`src/rtl/pc_pkg.sv`:
```
// Shared definitions for the program-counter unit: next-PC source
// selector codes and the control state encoding.
package pc_pkg;

  // Next-PC source selector codes (sel_proximo)
  localparam logic [1:0] SEL_PC4    = 2'b00;
  localparam logic [1:0] SEL_BRANCH = 2'b01;
  localparam logic [1:0] SEL_JUMP   = 2'b10;
  localparam logic [1:0] SEL_JR     = 2'b11;

  // Number of next-PC sources
  localparam int unsigned NUM_FONTES = 4;

  // Control states of the PC unit
  typedef enum logic [1:0] {
    INICIO     = 2'b00,
    EXECUTANDO = 2'b01,
    PARADO     = 2'b10,
    ERRO       = 2'b11
  } estado_t;

  // A fetch address is usable only when it is word aligned
  function automatic logic alinhado_palavra(input logic [31:0] endereco);
    return (endereco[1:0] == 2'b00);
  endfunction

endpackage

```
`src/rtl/unidade_pc_somador_PC_4.sv`:
```
// Pure 32-bit +4 adder; wraps modulo 2^32 with no carry out.
module somador_PC_4 (
  input  logic [31:0] entrada,
  output logic [31:0] soma
);

  assign soma = entrada + 32'd4;

endmodule

```
`src/rtl/unidade_pc.sv`:
```
// Program-counter unit: holds the PC, selects the next fetch address,
// gates advance with a stall enable, and parks in a sticky state on
// halt or on a word-misaligned target.
module unidade_pc
  import pc_pkg::*;
#(
  parameter logic [31:0] ENDERECO_INICIAL = 32'h0000_0000
) (
  input  logic        clock,
  input  logic        reset,
  input  logic        habilita,
  input  logic [1:0]  sel_proximo,
  input  logic [31:0] endereco_branch,
  input  logic [31:0] endereco_jump,
  input  logic [31:0] endereco_registrador,
  input  logic        halt,
  output logic [31:0] endereco_PC,
  output logic [31:0] endereco_PC_mais4,
  output logic        executando,
  output logic        excecao,
  output logic [31:0] endereco_invalido
);

  // The reset address must itself be fetchable
  generate
    if (ENDERECO_INICIAL[1:0] != 2'b00) begin : g_check_inicial
      $error("unidade_pc: ENDERECO_INICIAL must be a multiple of 4");
    end
  endgenerate

  estado_t     estado_reg;
  logic [31:0] pc_reg;
  logic        executando_reg;
  logic        excecao_reg;
  logic [31:0] invalido_reg;

  logic [31:0] pc_mais4;
  logic [31:0] fontes [NUM_FONTES];
  logic [NUM_FONTES-1:0] fonte_alinhada;
  logic [31:0] pc_next;
  logic        alvo_desalinhado;

  somador_PC_4 u_somador (
    .entrada (pc_reg),
    .soma    (pc_mais4)
  );

  // Gather candidate next addresses indexed by the selector code
  always_comb begin
    fontes[SEL_PC4]    = pc_mais4;
    fontes[SEL_BRANCH] = endereco_branch;
    fontes[SEL_JUMP]   = endereco_jump;
    fontes[SEL_JR]     = endereco_registrador;
  end

  // Per-source alignment flags; only the low two bits matter
  genvar gi;
  generate
    for (gi = 0; gi < NUM_FONTES; gi++) begin : g_alinhamento
      assign fonte_alinhada[gi] = alinhado_palavra(fontes[gi]);
    end
  endgenerate

  // Select the next address and whether it would trap
  always_comb begin
    pc_next          = fontes[sel_proximo];
    alvo_desalinhado = ~fonte_alinhada[sel_proximo];
  end

  // Control FSM with PC and captured-status registers
  always_ff @(posedge clock) begin
    if (!reset) begin
      estado_reg     <= INICIO;
      pc_reg         <= ENDERECO_INICIAL;
      executando_reg <= 1'b0;
      excecao_reg    <= 1'b0;
      invalido_reg   <= 32'h0000_0000;
    end else begin
      case (estado_reg)
        INICIO: begin
          // One settling cycle: inputs ignored, PC held
          estado_reg     <= EXECUTANDO;
          executando_reg <= 1'b1;
        end
        EXECUTANDO: begin
          if (halt) begin
            // Halt beats both stall and a simultaneous bad target
            estado_reg     <= PARADO;
            executando_reg <= 1'b0;
          end else if (habilita) begin
            if (alvo_desalinhado) begin
              estado_reg     <= ERRO;
              executando_reg <= 1'b0;
              excecao_reg    <= 1'b1;
              invalido_reg   <= pc_next;
            end else begin
              pc_reg <= pc_next;
            end
          end
        end
        default: begin
          // PARADO and ERRO are sticky until reset
          estado_reg <= estado_reg;
        end
      endcase
    end
  end

  assign endereco_PC       = pc_reg;
  assign endereco_PC_mais4 = pc_mais4;
  assign executando        = executando_reg;
  assign excecao           = excecao_reg;
  assign endereco_invalido = invalido_reg;

endmodule

```
`config.mk`:
```
export PLATFORM = sky130hd
export DESIGN_NAME = unidade_pc
export DESIGN_NICKNAME = d
export VERILOG_FILES = /design/src/rtl/pc_pkg.sv /design/src/rtl/unidade_pc_somador_PC_4.sv /design/src/rtl/unidade_pc.sv
export SDC_FILE = /design/constraint.sdc
export NUM_CORES = 1
export LEC_CHECK = 0
export CORE_UTILIZATION = 40
export CTS_BUF_LIST = sky130_fd_sc_hd__clkbuf_4
export CTS_CLUSTER_SIZE = 25
export DETAILED_ROUTE_END_ITERATION = 7
export DONT_BUFFER_PORTS = 1
export PLACE_DENSITY_LB_ADDON = 0.05
export SKIP_CTS_REPAIR_TIMING = 1
export SLEW_MARGIN = 20
export SYNTH_ARGS = -nofsm -noshare
export SYNTH_HDL_FRONTEND = slang
export SYNTH_SLANG_ARGS = --single-unit
```
`constraint.sdc`:
```
create_clock -name clock -period 5.97 [get_ports clock]
set_clock_uncertainty 0.1 [all_clocks]
set_input_delay 1.4925 -clock clock [delete_from_list [all_inputs] [get_ports clock]]
set_output_delay 1.4925 -clock clock [all_outputs]
set_load 0.01 [all_outputs]
```
==> results of run 1 <==
worst min-delay path: stages (launching register included):
cell and delay [ps]:
dfxtp_1 350, nand3_1 70, nand2_1 50
final timing paths:
path	start	to	slack [ps]	cells after the start
setup / recovery	endereco_PC[4]$_SDFFE_PN0P_	endereco_PC_mais4[24]	1690	5
hold / removal	endereco_invalido[31]$_SDFFE_PN0P_	endereco_invalido[31]$_SDFFE_PN0P_	410	2
setup reg to reg	endereco_PC[0]$_SDFFE_PN0P_	endereco_PC[13]$_SDFFE_PN0P_	3370	5
hold reg to reg	endereco_invalido[31]$_SDFFE_PN0P_	endereco_invalido[31]$_SDFFE_PN0P_	410	2
layout make-up:
type / instances / area [um^2] / area share [%]
Multi-Input combinational cell: 401 / 2765 / 61.73
Timing Repair Buffer: 2 / 15.01 / 0.3352
Sequential cell: 68 / 1361 / 30.39
Tap cell: 140 / 175.2 / 3.911
Clock buffer: 12 / 90.09 / 2.011
Inverter: 9 / 33.78 / 0.7542
Clock inverter: 3 / 38.79 / 0.8659
metal layers:
metal,GRT usage (%),wire [um],vias to the layer above
li1,-,-,1869
met1,31.74,6279,1873
met2,40.48,6685,194
met3,7.385,1413,20
met4,7.632,192,0
met5,0,0,-
per-stage QoR:
| stage | setup slack, ps | instance area, um^2 | std cells |
|---|---|---|---|
| after floorplan | 2673 | 4457 | 529 |
| after global placement | 2184 | 4350 | 620 |
| after detailed placement | 2134 | 4350 | 620 |
| after CTS | 1667 | 4479 | 635 |
| after global routing | 1533 | 4479 | 635 |
| final | 1688 | 4479 | 635 |
cell families after synthesis:
family | Yosys count
buffers and inverters | 60
DFF | 68
adders and majority gates | 1
muxes | 38
AOI/OAI and AO/OA | 134
xor gates and xnor gates | 21
and+or+nand+nor | 207
synth_stat cells, types with 6 or more instances:
library cell / count / area [um^2]
a21oi_1: 27 / 135.1
a31oi_1: 12 / 75.07
buf_2: 21 / 105.1
buf_4: 9 / 67.56
buf_6: 7 / 78.83
clkbuf_1: 12 / 45.04
dfxtp_1: 68 / 1361
inv_1: 9 / 33.78
mux2_2: 6 / 67.56
mux2i_1: 17 / 170.2
mux4_2: 15 / 337.8
nand2_1: 56 / 210.2
nand3_1: 25 / 125.1
nand4_1: 9 / 56.30
nor2_1: 38 / 142.6
nor3_1: 16 / 80.08
o21ai_0: 39 / 195.2
o22ai_1: 6 / 37.54
or2_2: 8 / 50.05
or3_1: 6 / 37.54
xnor2_1: 11 / 96.34
xor2_1: 10 / 87.58
power breakdown:
part           switching [uW]  internal (uW)
Clock                     175            138
Combinational            59.9           51.2
Sequential               24.7            468
Total                     260            657
==> impl_metrics.env, run 1 <==
export IMPL_diodes=0
export IMPL_max_cap_viol_count=0
export IMPL_cts_tree="done"
export IMPL_slowest_stage="dfxtp_1"
export IMPL_report_power_total_uw=917.3
export IMPL_ir_drop_v=0.0001082
export IMPL_leakage_uw=0.001576
export IMPL_critPathLaunchType="flop"
export IMPL_grt_pass1_vias=3732
export IMPL_fin_nets=594
export IMPL_setup_tns_final_ps=0
export IMPL_fmax_mhz=233.6
export IMPL_synth_fa_ha_area_share_pct=0.2807
export IMPL_async_reset_ff_share_pct=0
export IMPL_synth_top_family_by_area="simple AND/OR/NAND/NOR gates"
export IMPL_ant_nets=0
export IMPL_via_per_inst=6.230
export IMPL_end_kind="output pin"
export IMPL_path_class="reg -> out"
export IMPL_die_w_um=107.6
export IMPL_drv_slew=0
export IMPL_fin_crit_sh_pct=71.72
export IMPL_synth_top_flop_cell="dfxtp_1"
export IMPL_initial_utilization_pct=41.11
export IMPL_synth_xor_area_share_pct=4.127
export IMPL_crit_family="simple AND/OR/NAND/NOR gates"
export IMPL_io_buffers=0
export IMPL_routed_wl_mm=14.57
export IMPL_antenna_found_initial=0
export IMPL_hold_class="reg -> reg"
export IMPL_drt_iter0_markers=263
export IMPL_synthesis_area_mm2=0.004457
export IMPL_numCtsBuffers=9
export IMPL_drc_errors=0
export IMPL_cp_arrival_ps=2690
export IMPL_grt_start_max_net_pins=58
export IMPL_die_h_um=107.6
export IMPL_hold_viol=0
export IMPL_syn_inst=529
export IMPL_worst_path_buf_inv=0
export IMPL_setup_viol=0
export IMPL_cts_max_path_buffers=2
export IMPL_ys_types=75
export IMPL_cts_sink_count=68
export IMPL_core_area_mm2=0.01084
export IMPL_rsz0062_at_grt="false"
export IMPL_synth_simple_area_share_pct=24.62
export IMPL_synth_warnings=0
export IMPL_cts_root_buf="clkbuf_4"
export IMPL_syn_area_per_cell_um2=8.425
export IMPL_synth_seq_cells=68
export IMPL_firstDrtPassIters=5
export IMPL_clock_latency_ps=430
export IMPL_area_growth_pct=0.5054
export IMPL_worstPathMaxFanout=10
export IMPL_ios=200
export IMPL_ys_seq_area_share_pct=30.54
export IMPL_utilization_pct=41.32
export IMPL_path_clk_slew_ps=120
export IMPL_grt_pass1_wl_mm=21.47
export IMPL_drive_gt1_share_pct=13.94
export IMPL_max_stage_delay_ps=550
export IMPL_max_slew_margin_pct=34.45
export IMPL_cp_required_ps=4380
export IMPL_layout_min_cycle_time_ps=4282
export IMPL_crit_path_cell_trace="and4_1 -> nand3_1 -> or3_1 -> nor2_1 -> xor2_1"
export IMPL_synthMuxAreaShare_pct=12.91
export IMPL_synth_edff_count=0
export IMPL_worst_slew_pin_slew_ps=981.2
export IMPL_mostFrequentLayoutCells="dfxtp_1 (68), nand2_1 (56), o21ai_0 (39)"
export IMPL_dp_hpwl_mm=9.892
export IMPL_power_density_mw_per_mm2=204.8
export IMPL_synth_net_count=632
export IMPL_vias=3956
export IMPL_nFillCells=1118
export IMPL_cts_htree_levels=3
export IMPL_grtUsageTotal_pct=24.97
export IMPL_gp_congestion=0.7709
export IMPL_hold_slack_ps=406.7
export IMPL_synth_compound_area_share_pct=19.93
export IMPL_status="finished clean"
export IMPL_overflow=0
export IMPL_wl_per_cell_um=22.95
export IMPL_layout_commonest_cell="dfxtp_1"
export IMPL_fp_dieArea_mm2=0.01157
export IMPL_fp_row_count=38
(Power assumes the default switching activity.)
==> inputs of run 2 (changes only) <==
==> constraint.sdc (replaced) <==
create_clock -name clock -period 3.6 [get_ports clock]
set_clock_uncertainty 0.1 [all_clocks]
set_input_delay 0.9 -clock clock [delete_from_list [all_inputs] [get_ports clock]]
set_output_delay 0.9 -clock clock [all_outputs]
set_load 0.01 [all_outputs]
==> impl_metrics.env, run 2 (synthesized netlist as in run 1, its figures left out) <==
export IMPL_crit_start="endereco_PC[12]$_SDFFE_PN0P_"
export IMPL_fp_row_count=38
export IMPL_pre_cts_ws_ps=426.5
export IMPL_fp_dieArea_mm2=0.01157
export IMPL_mostFrequentLayoutCells="dfxtp_1 (68), nand2_1 (56), o21ai_0 (39)"
export IMPL_path_clk_slew_ps=110
export IMPL_worstPathMaxFanout=17
export IMPL_fin_nets=606
export IMPL_antenna_found_initial=0
export IMPL_drc_errors=0
export IMPL_vias=4003
export IMPL_dp_hpwl_mm=10.34
export IMPL_setup_viol=0
export IMPL_cp_arrival_ps=2450
export IMPL_ir_drop_v=0.0001425
export IMPL_critPathLaunchType="flop"
export IMPL_ant_nets=0
export IMPL_multi_input_area_mm2=0.002769
export IMPL_grt_pass1_vias=3795
export IMPL_clock_latency_ps=420
export IMPL_cts_tree="done"
export IMPL_core_area_mm2=0.01084
export IMPL_seq_area_mm2=0.001361
export IMPL_numCtsBuffers=9
export IMPL_grtUsageTotal_pct=25.65
export IMPL_reg2reg_slack_ps=1190
export IMPL_fin_ws_ps=153.1
export IMPL_crit_family="simple AND/OR/NAND/NOR gates"
export IMPL_worst_slew_pin_slew_ps=851.2
export IMPL_hold_slack_ps=410.0
export IMPL_die_h_um=107.6
export IMPL_initial_utilization_pct=41.11
export IMPL_routed_wl_mm=14.64
export IMPL_max_cap_viol_count=0
export IMPL_cts_htree_levels=3
export IMPL_via_per_inst=6.177
export IMPL_cts_max_path_buffers=2
export IMPL_utilization_pct=41.99
export IMPL_power_density_mw_per_mm2=317.0
export IMPL_nFillCells=1144
export IMPL_r2r_end="endereco_PC[17]$_SDFFE_PN0P_"
export IMPL_status="finished clean"
export IMPL_worst_path_buf_inv=0
export IMPL_slowest_stage="dfxtp_1"
export IMPL_path_class="reg -> out"
export IMPL_wl_per_cell_um=22.60
export IMPL_cp_required_ps=2600
export IMPL_crit_path_cell_trace="and4_2 -> nand4_4 -> o41a_1 -> or2_2"
export IMPL_hold_class="reg -> reg"
export IMPL_fin_crit_sh_pct=95.75
export IMPL_reg2reg_depth=4
export IMPL_fmax_mhz=290.1
export IMPL_crit_end="endereco_PC_mais4[29]"
export IMPL_rsz0062_at_grt="false"
export IMPL_drt_iter0_markers=259
export IMPL_cts_root_buf="clkbuf_4"
export IMPL_layout_commonest_cell="dfxtp_1"
export IMPL_die_w_um=107.6
export IMPL_max_stage_delay_ps=550
export IMPL_drv_slew=0
export IMPL_layout_min_cycle_time_ps=3447
export IMPL_drive_gt1_share_pct=16.17
export IMPL_hold_viol=0
export IMPL_area_growth_pct=2.134
export IMPL_ios=200
export IMPL_max_slew_margin_pct=43.19
export IMPL_grt_start_max_net_pins=58
export IMPL_overflow=0
export IMPL_end_kind="output pin"
export IMPL_grt_pass1_wl_mm=22.09
export IMPL_leakage_uw=0.001624
export IMPL_io_buffers=0
export IMPL_cts_sink_count=68
export IMPL_firstDrtPassIters=5
export IMPL_gp_congestion=0.8154
export IMPL_regToRegStartpoint="endereco_PC[0]$_SDFFE_PN0P_"
export IMPL_cp_num_cells=4
[run 2: cell types whose count changed in the layout (fill, tap and decap cells not counted), sizes merged]
cell	previous run	this run
bufinv	1	0
buf	2	14
diode	0	1
clkinvlp	0	1
[run 2: metal layers]
metal	GRT usage [%]	part of all wire (%)	vias up
met4	8.415	1.2	0
met3	6.780	8.3	14
li1	-	-	1892
met5	0	0	-
met2	41.39	47	161
met1	33.09	43	1936
[run 2: worst reg2reg max path, stage by stage (launching register included)]
cell and delay [ps]:
dfxtp_1 420, or2_1 250, mux4_2 530, nand2b_1 560
o31a_1 450
[run 2: where the power goes]
group / switching [uW] / internal (uW) / leakage, uW
combinational: 107 / 89.3 / 0.00101
clock: 277 / 158 / 0.0000585
sequential: 36.3 / 776 / 0.000551
[run 2: worst min path at each step]
| stage | startpoint | end | depth (start not counted) |
|---|---|---|---|
| CTS | endereco_invalido[31]$_SDFFE_PN0P_ | endereco_invalido[31]$_SDFFE_PN0P_ | 2 |
| floorplan | endereco_invalido[31]$_SDFFE_PN0P_ | endereco_invalido[31]$_SDFFE_PN0P_ | 2 |
| finish | endereco_invalido[31]$_SDFFE_PN0P_ | endereco_invalido[31]$_SDFFE_PN0P_ | 2 |
| global route | endereco_invalido[31]$_SDFFE_PN0P_ | endereco_invalido[31]$_SDFFE_PN0P_ | 2 |
| detailed placement | endereco_invalido[31]$_SDFFE_PN0P_ | endereco_invalido[31]$_SDFFE_PN0P_ | 2 |
| global placement | endereco_invalido[31]$_SDFFE_PN0P_ | endereco_invalido[31]$_SDFFE_PN0P_ | 2 |
[run 2: through the flow]
| step | area, um^2 | TNS (ps) | instances | power [uW] |
|---|---|---|---|---|
| 6_report | 4552 | 0 | 648 | 1443 |
| 2_1_floorplan | 4457 | 0 | 529 | 997.5 |
| 4_1_cts | 4546 | -66.92 | 647 | 1460 |
| 3_5_place_dp | 4441 | 0 | 632 | 1026 |
| 5_1_grt | 4549 | 0 | 647 | 1511 |
| 3_3_place_gp | 4441 | 0 | 632 | 1025 |
[run 2: layout make-up]
type                    count  share of cell area (%)
diodes                      1                 0.05498
multi-input cells         401                   60.83
well taps                 140                   3.848
flip-flops and latches     68                   29.91
repair buffers             14                   2.309
clock inverters             3                  0.3299
inverters                   9                  0.7422
clock buffers              12                   1.979
==> inputs of run 3 (changes only) <==
==> constraint.sdc (replaced) <==
create_clock -name clock -period 3.6 [get_ports clock]
set_clock_uncertainty 0.1 [all_clocks]
set_input_delay 0.9 -clock clock [delete_from_list [all_inputs] [get_ports clock]]
set_output_delay 0.9 -clock clock [all_outputs]
set_load 0.05 [all_outputs]
==> impl_metrics.env, run 3 (synthesized netlist as in run 1, its figures left out) <==
export IMPL_status="finished clean"
export IMPL_crit_start="endereco_PC[12]$_SDFFE_PN0P_"
export IMPL_p_sw_share_pct=31.58
export IMPL_fin_ws_ps=177.3
export IMPL_hold_viol=0
export IMPL_path_clk_slew_ps=130
export IMPL_antenna_found_initial=0
export IMPL_io_buffers=0
export IMPL_drt_iter0_markers=272
export IMPL_ios=200
export IMPL_dp_hpwl_mm=10.48
export IMPL_diodes=0
export IMPL_fin_nets=651
export IMPL_drc_errors=0
export IMPL_clock_latency_ps=430
export IMPL_max_stage_delay_ps=440
export IMPL_vias=4169
export IMPL_reg2reg_depth=5
export IMPL_ir_drop_v=0.0002249
export IMPL_path_class="reg -> out"
export IMPL_p_int_uw=1177
export IMPL_layout_commonest_cell="dfxtp_1"
export IMPL_rsz0062_at_grt="false"
export IMPL_regToRegStartpoint="endereco_PC[0]$_SDFFE_PN0P_"
export IMPL_max_slew_margin_pct=40.54
export IMPL_reg2reg_slack_ps=1050
export IMPL_combPwrFrac_pct=16.4
export IMPL_die_h_um=107.6
export IMPL_slowest_stage="o41a_1"
export IMPL_crit_path_cell_trace="and4_1 -> nand4_4 -> o41a_1 -> or2_2"
export IMPL_worst_slew_pin_slew_ps=891.0
export IMPL_critPathLaunchType="flop"
export IMPL_holdPathEnd="estado_reg[1]$_SDFFE_PN0P_"
export IMPL_worst_path_buf_inv=0
export IMPL_end_kind="output pin"
export IMPL_power_density_mw_per_mm2=346.5
export IMPL_p_seq_share_pct=48.8
export IMPL_setup_viol=0
export IMPL_drive_gt1_share_pct=23.15
export IMPL_grt_start_max_net_pins=58
export IMPL_worstPathMaxFanout=17
export IMPL_max_cap_viol_count=0
export IMPL_firstDrtPassIters=5
export IMPL_routed_wl_mm=14.88
export IMPL_leakage_uw=0.001899
export IMPL_hold_slack_ps=459.0
export IMPL_ant_nets=0
export IMPL_overflow=0
export IMPL_cts_max_path_buffers=2
export IMPL_area_growth_pct=11.37
export IMPL_nFillCells=1135
export IMPL_grt_pass1_vias=3997
export IMPL_fp_dieArea_mm2=0.01157
export IMPL_cts_sink_count=68
export IMPL_setup_tns_final_ps=0
export IMPL_grt_pass1_wl_mm=22.38
export IMPL_grtUsageTotal_pct=25.82
export IMPL_hold_class="reg -> reg"
export IMPL_via_per_inst=6.016
export IMPL_crit_family="simple AND/OR/NAND/NOR gates"
export IMPL_fin_crit_sh_pct=95.08
export IMPL_layout_min_cycle_time_ps=3423
export IMPL_cts_tree="done"
export IMPL_initial_utilization_pct=41.11
export IMPL_mostFrequentLayoutCells="dfxtp_1 (68), buf_4 (57), nand2_1 (56)"
export IMPL_wl_per_cell_um=21.48
export IMPL_drv_slew=0
export IMPL_cp_required_ps=2600
export IMPL_cts_root_buf="clkbuf_4"
export IMPL_gp_congestion=0.8110
export IMPL_cp_arrival_ps=2420
export IMPL_power_switching_uw=543.2
export IMPL_pwr_share_clk_pct=34.8
export IMPL_r2r_end="endereco_PC[17]$_SDFFE_PN0P_"
export IMPL_min_delay_start="estado_reg[1]$_SDFFE_PN0P_"
export IMPL_die_w_um=107.6
export IMPL_holdPathStages=2
export IMPL_fmax_mhz=292.2
export IMPL_core_area_mm2=0.01084
export IMPL_numCtsBuffers=9
export IMPL_utilization_pct=45.79
export IMPL_fp_row_count=38
export IMPL_cts_htree_levels=3
export IMPL_pre_cts_ws_ps=563.3
==> run 3: worst max-delay path by stage <==
stage | to | slack (ps) | cells past startpoint
after floorplan | endereco_PC_mais4[22] | 40 | 6
after CTS | endereco_PC_mais4[24] | 90 | 6
after detailed placement | endereco_PC_mais4[24] | 560 | 6
final | endereco_PC_mais4[29] | 180 | 4
after global placement | endereco_PC_mais4[24] | 620 | 6
after global routing | endereco_PC_mais4[29] | 30 | 4
==> run 3: cell type report <==
type	instances	area, um^2	share of cell area, %
clock buffer	11	82.58	1.664
clock inverter	5	76.32	1.538
inverter	9	33.78	0.6806
multi-input combinational	401	2766	55.73
sequential	68	1361	27.43
tap	140	175.2	3.529
timing repair buffer	59	467.9	9.428
==> run 3: per-layer routing <==
layer	global-route usage, %	share of wire (%)
met1	32.93	42
met3	7.506	8.7
met4	7.339	1.0
met5	0	0
met2	42.12	48
==> run 3: stage by stage <==
stage	cells	power (uW)	area [um^2]
final	693	1720	4964
after global routing	693	1793	4964
after CTS	693	1732	4962
after detailed placement	677	1137	4803
after global placement	677	1135	4803
after floorplan	529	1089	4457
==> run 3: tightest hold or removal path: cells and delay by family (launching register included) <==
| kind | cells | cell delay (ps) |
|---|---|---|
| AO/OA/AOI/OAI | 1 | 60 |
| AND/OR/NAND/NOR | 1 | 70 |
| flip-flops | 1 | 400 |
==> run 3: power by group through the flow <==
| stage | Sequential, uW | Combinational (uW) | Clock [uW] |
|---|---|---|---|
| CTS | 839 | 282 | 611 |
| floorplan | 884 | 205 | 0 |
| global placement | 856 | 279 | 0 |
| global route | 843 | 301 | 649 |
| finish | 839 | 281 | 599 |
| detailed placement | 856 | 281 | 0 |
==> patch, RTL diff (flow settings as in run 3) <==
Register the inputs `habilita`, `sel_proximo`, `endereco_branch`, `endereco_jump`, `endereco_registrador` and `halt` before use, cleared by the reset. The logic sees them one clock later.
--- a/src/rtl/unidade_pc.sv
+++ b/src/rtl/unidade_pc.sv
@@ -20,6 +20,31 @@
   output logic        excecao,
   output logic [31:0] endereco_invalido
 );
+
+  logic habilita_q;
+  logic [1:0] sel_proximo_q;
+  logic [31:0] endereco_branch_q;
+  logic [31:0] endereco_jump_q;
+  logic [31:0] endereco_registrador_q;
+  logic halt_q;
+
+  always_ff @(posedge clock) begin
+    if (!reset) begin
+      habilita_q             <= '0;
+      sel_proximo_q          <= '0;
+      endereco_branch_q      <= '0;
+      endereco_jump_q        <= '0;
+      endereco_registrador_q <= '0;
+      halt_q                 <= '0;
+    end else begin
+      habilita_q             <= habilita;
+      sel_proximo_q          <= sel_proximo;
+      endereco_branch_q      <= endereco_branch;
+      endereco_jump_q        <= endereco_jump;
+      endereco_registrador_q <= endereco_registrador;
+      halt_q                 <= halt;
+    end
+  end
 
   // The reset address must itself be fetchable
   generate
@@ -48,9 +73,9 @@
   // Gather candidate next addresses indexed by the selector code
   always_comb begin
     fontes[SEL_PC4]    = pc_mais4;
-    fontes[SEL_BRANCH] = endereco_branch;
-    fontes[SEL_JUMP]   = endereco_jump;
-    fontes[SEL_JR]     = endereco_registrador;
+    fontes[SEL_BRANCH] = endereco_branch_q;
+    fontes[SEL_JUMP]   = endereco_jump_q;
+    fontes[SEL_JR]     = endereco_registrador_q;
   end
 
   // Per-source alignment flags; only the low two bits matter
@@ -63,8 +88,8 @@
 
   // Select the next address and whether it would trap
   always_comb begin
-    pc_next          = fontes[sel_proximo];
-    alvo_desalinhado = ~fonte_alinhada[sel_proximo];
+    pc_next          = fontes[sel_proximo_q];
+    alvo_desalinhado = ~fonte_alinhada[sel_proximo_q];
   end
 
   // Control FSM with PC and captured-status registers
@@ -83,11 +108,11 @@
           executando_reg <= 1'b1;
         end
         EXECUTANDO: begin
-          if (halt) begin
+          if (halt_q) begin
             // Halt beats both stall and a simultaneous bad target
             estado_reg     <= PARADO;
             executando_reg <= 1'b0;
-          end else if (habilita) begin
+          end else if (habilita_q) begin
             if (alvo_desalinhado) begin
               estado_reg     <= ERRO;
               executando_reg <= 1'b0;
Function: changed (a bounded check fails within 4 cycles, from zero or initial values and one cycle with reset low).
==> patch against run 3 <==
Routed wire length rose by 28%; first-iteration DRC count rose by 15%; final area rose by 57%; setup slack got worse by 39 ps; synthesized area rose by 54%; total power rose by 110%; fmax fell by 1.1%; sequential cell count rose by 100; synthesized cell count rose by 34%; critical path type unchanged.
==> patch: results (changes against run 3) <==
{| class="wikitable"
! Metric !! Value
|-
| Met2 Resource Use GR || 32.8% (-9.3 points)
|-
| Fraction of synthesized cell area taken by the top area cell type || 49.2% (+19 points)
|-
| Hold Worst Slack || 361 ps (-98.4 ps)
|-
| Data arrival time of the critical path || 2460 ps (+40 ps)
|-
| Fillers || 1609 (+42%)
|-
| R2r worst-path depth || 7 (+2)
|-
| Layout net count || 836 (+28%)
|-
| Routability congestion estimate from global placement || 0.792 (-2.4%)
|-
| CTS H-Tree Depth || 4 (+1)
|-
| Post-route non-filler standard cell count || 968 (+40%)
|-
| Flop2flop setup slack || 1100 ps (+50 ps)
|-
| Number of antenna violations at the first check in global routing || 2 (+2)
|-
| Post-synthesis cell type count || 60 (-20%)
|-
| Worst IR drop on VDD || 0.223 mV (-1.0%)
|-
| Worst Hold Path EP || endereco_jump_q[22]
|-
| Wire length on met2 || 8.31 mm (+17%)
|-
| Status || finished, final reports clean
|-
| Biggest fanout along the worst timing path || 5 (-12)
|-
| Met1 Track Usage GR || 29.6% (-3.3 points)
|-
| Fraction of layout cells with a size suffix above 1 || 19.7% (-3.4 points)
|-
| Main area contributors after synthesis || sky130_fd_sc_hd__dfxtp_1, sky130_fd_sc_hd__and2_1, sky130_fd_sc_hd__mux4_2
|-
| Global-route wire length before repair || 28.7 mm (+28%)
|-
| Leak pwr || 3.01 nW (+59%)
|-
| Worst-case headroom to the max-slew limit || 36.1% (-4.4 points)
|-
| Post-Route WL || 19.1 mm (+28%)
|-
| Number of CTS-inserted buffers || 17 (+8)
|-
| Global routing usage summed across all routing layers || 21.8% (-4.1 points)
|-
| Number of placed instances with taps included || 932 (+38%)
|-
| Count of mapped cells out of synthesis || 710 (+34%)
|-
| Insertion delay to the later sink of the worst-skew pair || 560 ps (+130 ps)
|-
| Net count of the mapped netlist || 813 (+29%)
|-
| Number of stages on the worst hold path || 1 (-1)
|-
| Synth warn || 0 (unchanged)
|-
| Layout Utilization || 46.7% (+0.91 points)
|-
| Most instantiated cells after synthesis || sky130_fd_sc_hd__dfxtp_1, sky130_fd_sc_hd__and2_1, sky130_fd_sc_hd__nand2_1
|-
| Met3 Track Usage GR || 7.66% (+0.16 points)
|-
| R2R Path End || endereco_invalido[10]
|-
| Classification of the worst-slack hold path || primary input to flip-flop
|-
| Maximum number of pins on one net before global-route repair || 155 (+170%)
|-
| Sequential share of the synthesized area || 49.2% (+19 points)
|-
| Number of design-rule violations left by the first detailed-router iteration || 312 (+15%)
|-
| Total met3 wirelength after detailed routing || 1.58 mm (+22%)
|-
| Pre-CTS setup slack || 550 ps (-13.2 ps)
|}
-- patch: changes by cell type after synthesis, moves of 6 or more --
| cell | before | now |
|---|---|---|
| sky130_fd_sc_hd__dfxtp_1 | 68 | 168 |
| sky130_fd_sc_hd__buf_6 | 7 | 0 |
| sky130_fd_sc_hd__o31a_1 | 4 | 13 |
| sky130_fd_sc_hd__nand2_1 | 56 | 50 |
| sky130_fd_sc_hd__mux4_2 | 15 | 9 |
| sky130_fd_sc_hd__clkbuf_1 | 12 | 33 |
| sky130_fd_sc_hd__mux2_2 | 6 | 15 |
| sky130_fd_sc_hd__a211oi_1 | 3 | 12 |
| sky130_fd_sc_hd__and2_1 | 5 | 102 |
| sky130_fd_sc_hd__xor2_1 | 10 | 3 |
| sky130_fd_sc_hd__nor2_1 | 38 | 26 |
| sky130_fd_sc_hd__nor3_1 | 16 | 8 |
-- patch: layout make-up --
cell class	count	area share (%)
diodes	2	0.0644
clock buffers	17	1.64
clock inverters	15	2.29
inverters	7	0.338
multi-input cells	473	41.1
flip-flops and latches	168	43.4
well taps	220	3.54
repair buffers	66	7.65
-- patch: critical path: stages (launching register included) --
cell and delay (ps):
sky130_fd_sc_hd__dfxtp_1 350, sky130_fd_sc_hd__buf_4 240, sky130_fd_sc_hd__nand4_4 150, sky130_fd_sc_hd__or4_4 550, sky130_fd_sc_hd__or3_1 350, sky130_fd_sc_hd__nand2_1 120
sky130_fd_sc_hd__buf_12 140
-- patch: worst max-delay path by stage --
stage	from	depth (start not counted)	slack [ps]	to
6_report	endereco_PC[9]	6	140	endereco_PC_mais4[17]
5_1_grt	endereco_PC[3]	7	9	endereco_PC_mais4[18]
4_1_cts	endereco_PC[2]	6	-90	endereco_PC_mais4[28]
3_5_place_dp	endereco_PC[2]	6	550	endereco_PC_mais4[28]
3_3_place_gp	endereco_PC[2]	6	590	endereco_PC_mais4[28]
2_1_floorplan	endereco_PC[2]	6	5	endereco_PC_mais4[22]
-- patch: power by group --
group	internal (mW)	switching, mW
combinational	0.138	0.235
sequential	1.94	0.0603
clock	0.485	0.675
total	2.56	0.970
-- patch: kinds of logic (layout without fill, tap and decap cells) --
| family | after synthesis | in the layout | share of synthesized area [%] |
|---|---|---|---|
| simple gates | 268 | 268 | 22.2 |
| flops | 168 | 168 | 49.2 |
| compound gates | 151 | 151 | 14.6 |
| buf+inv | 69 | 105 | 4.44 |
| mux | 37 | 37 | 7.33 |
| xor+xnor | 16 | 16 | 2.05 |
| fa+ha+maj | 1 | 1 | 0.183 |
| other cells | 0 | 2 | 0 |
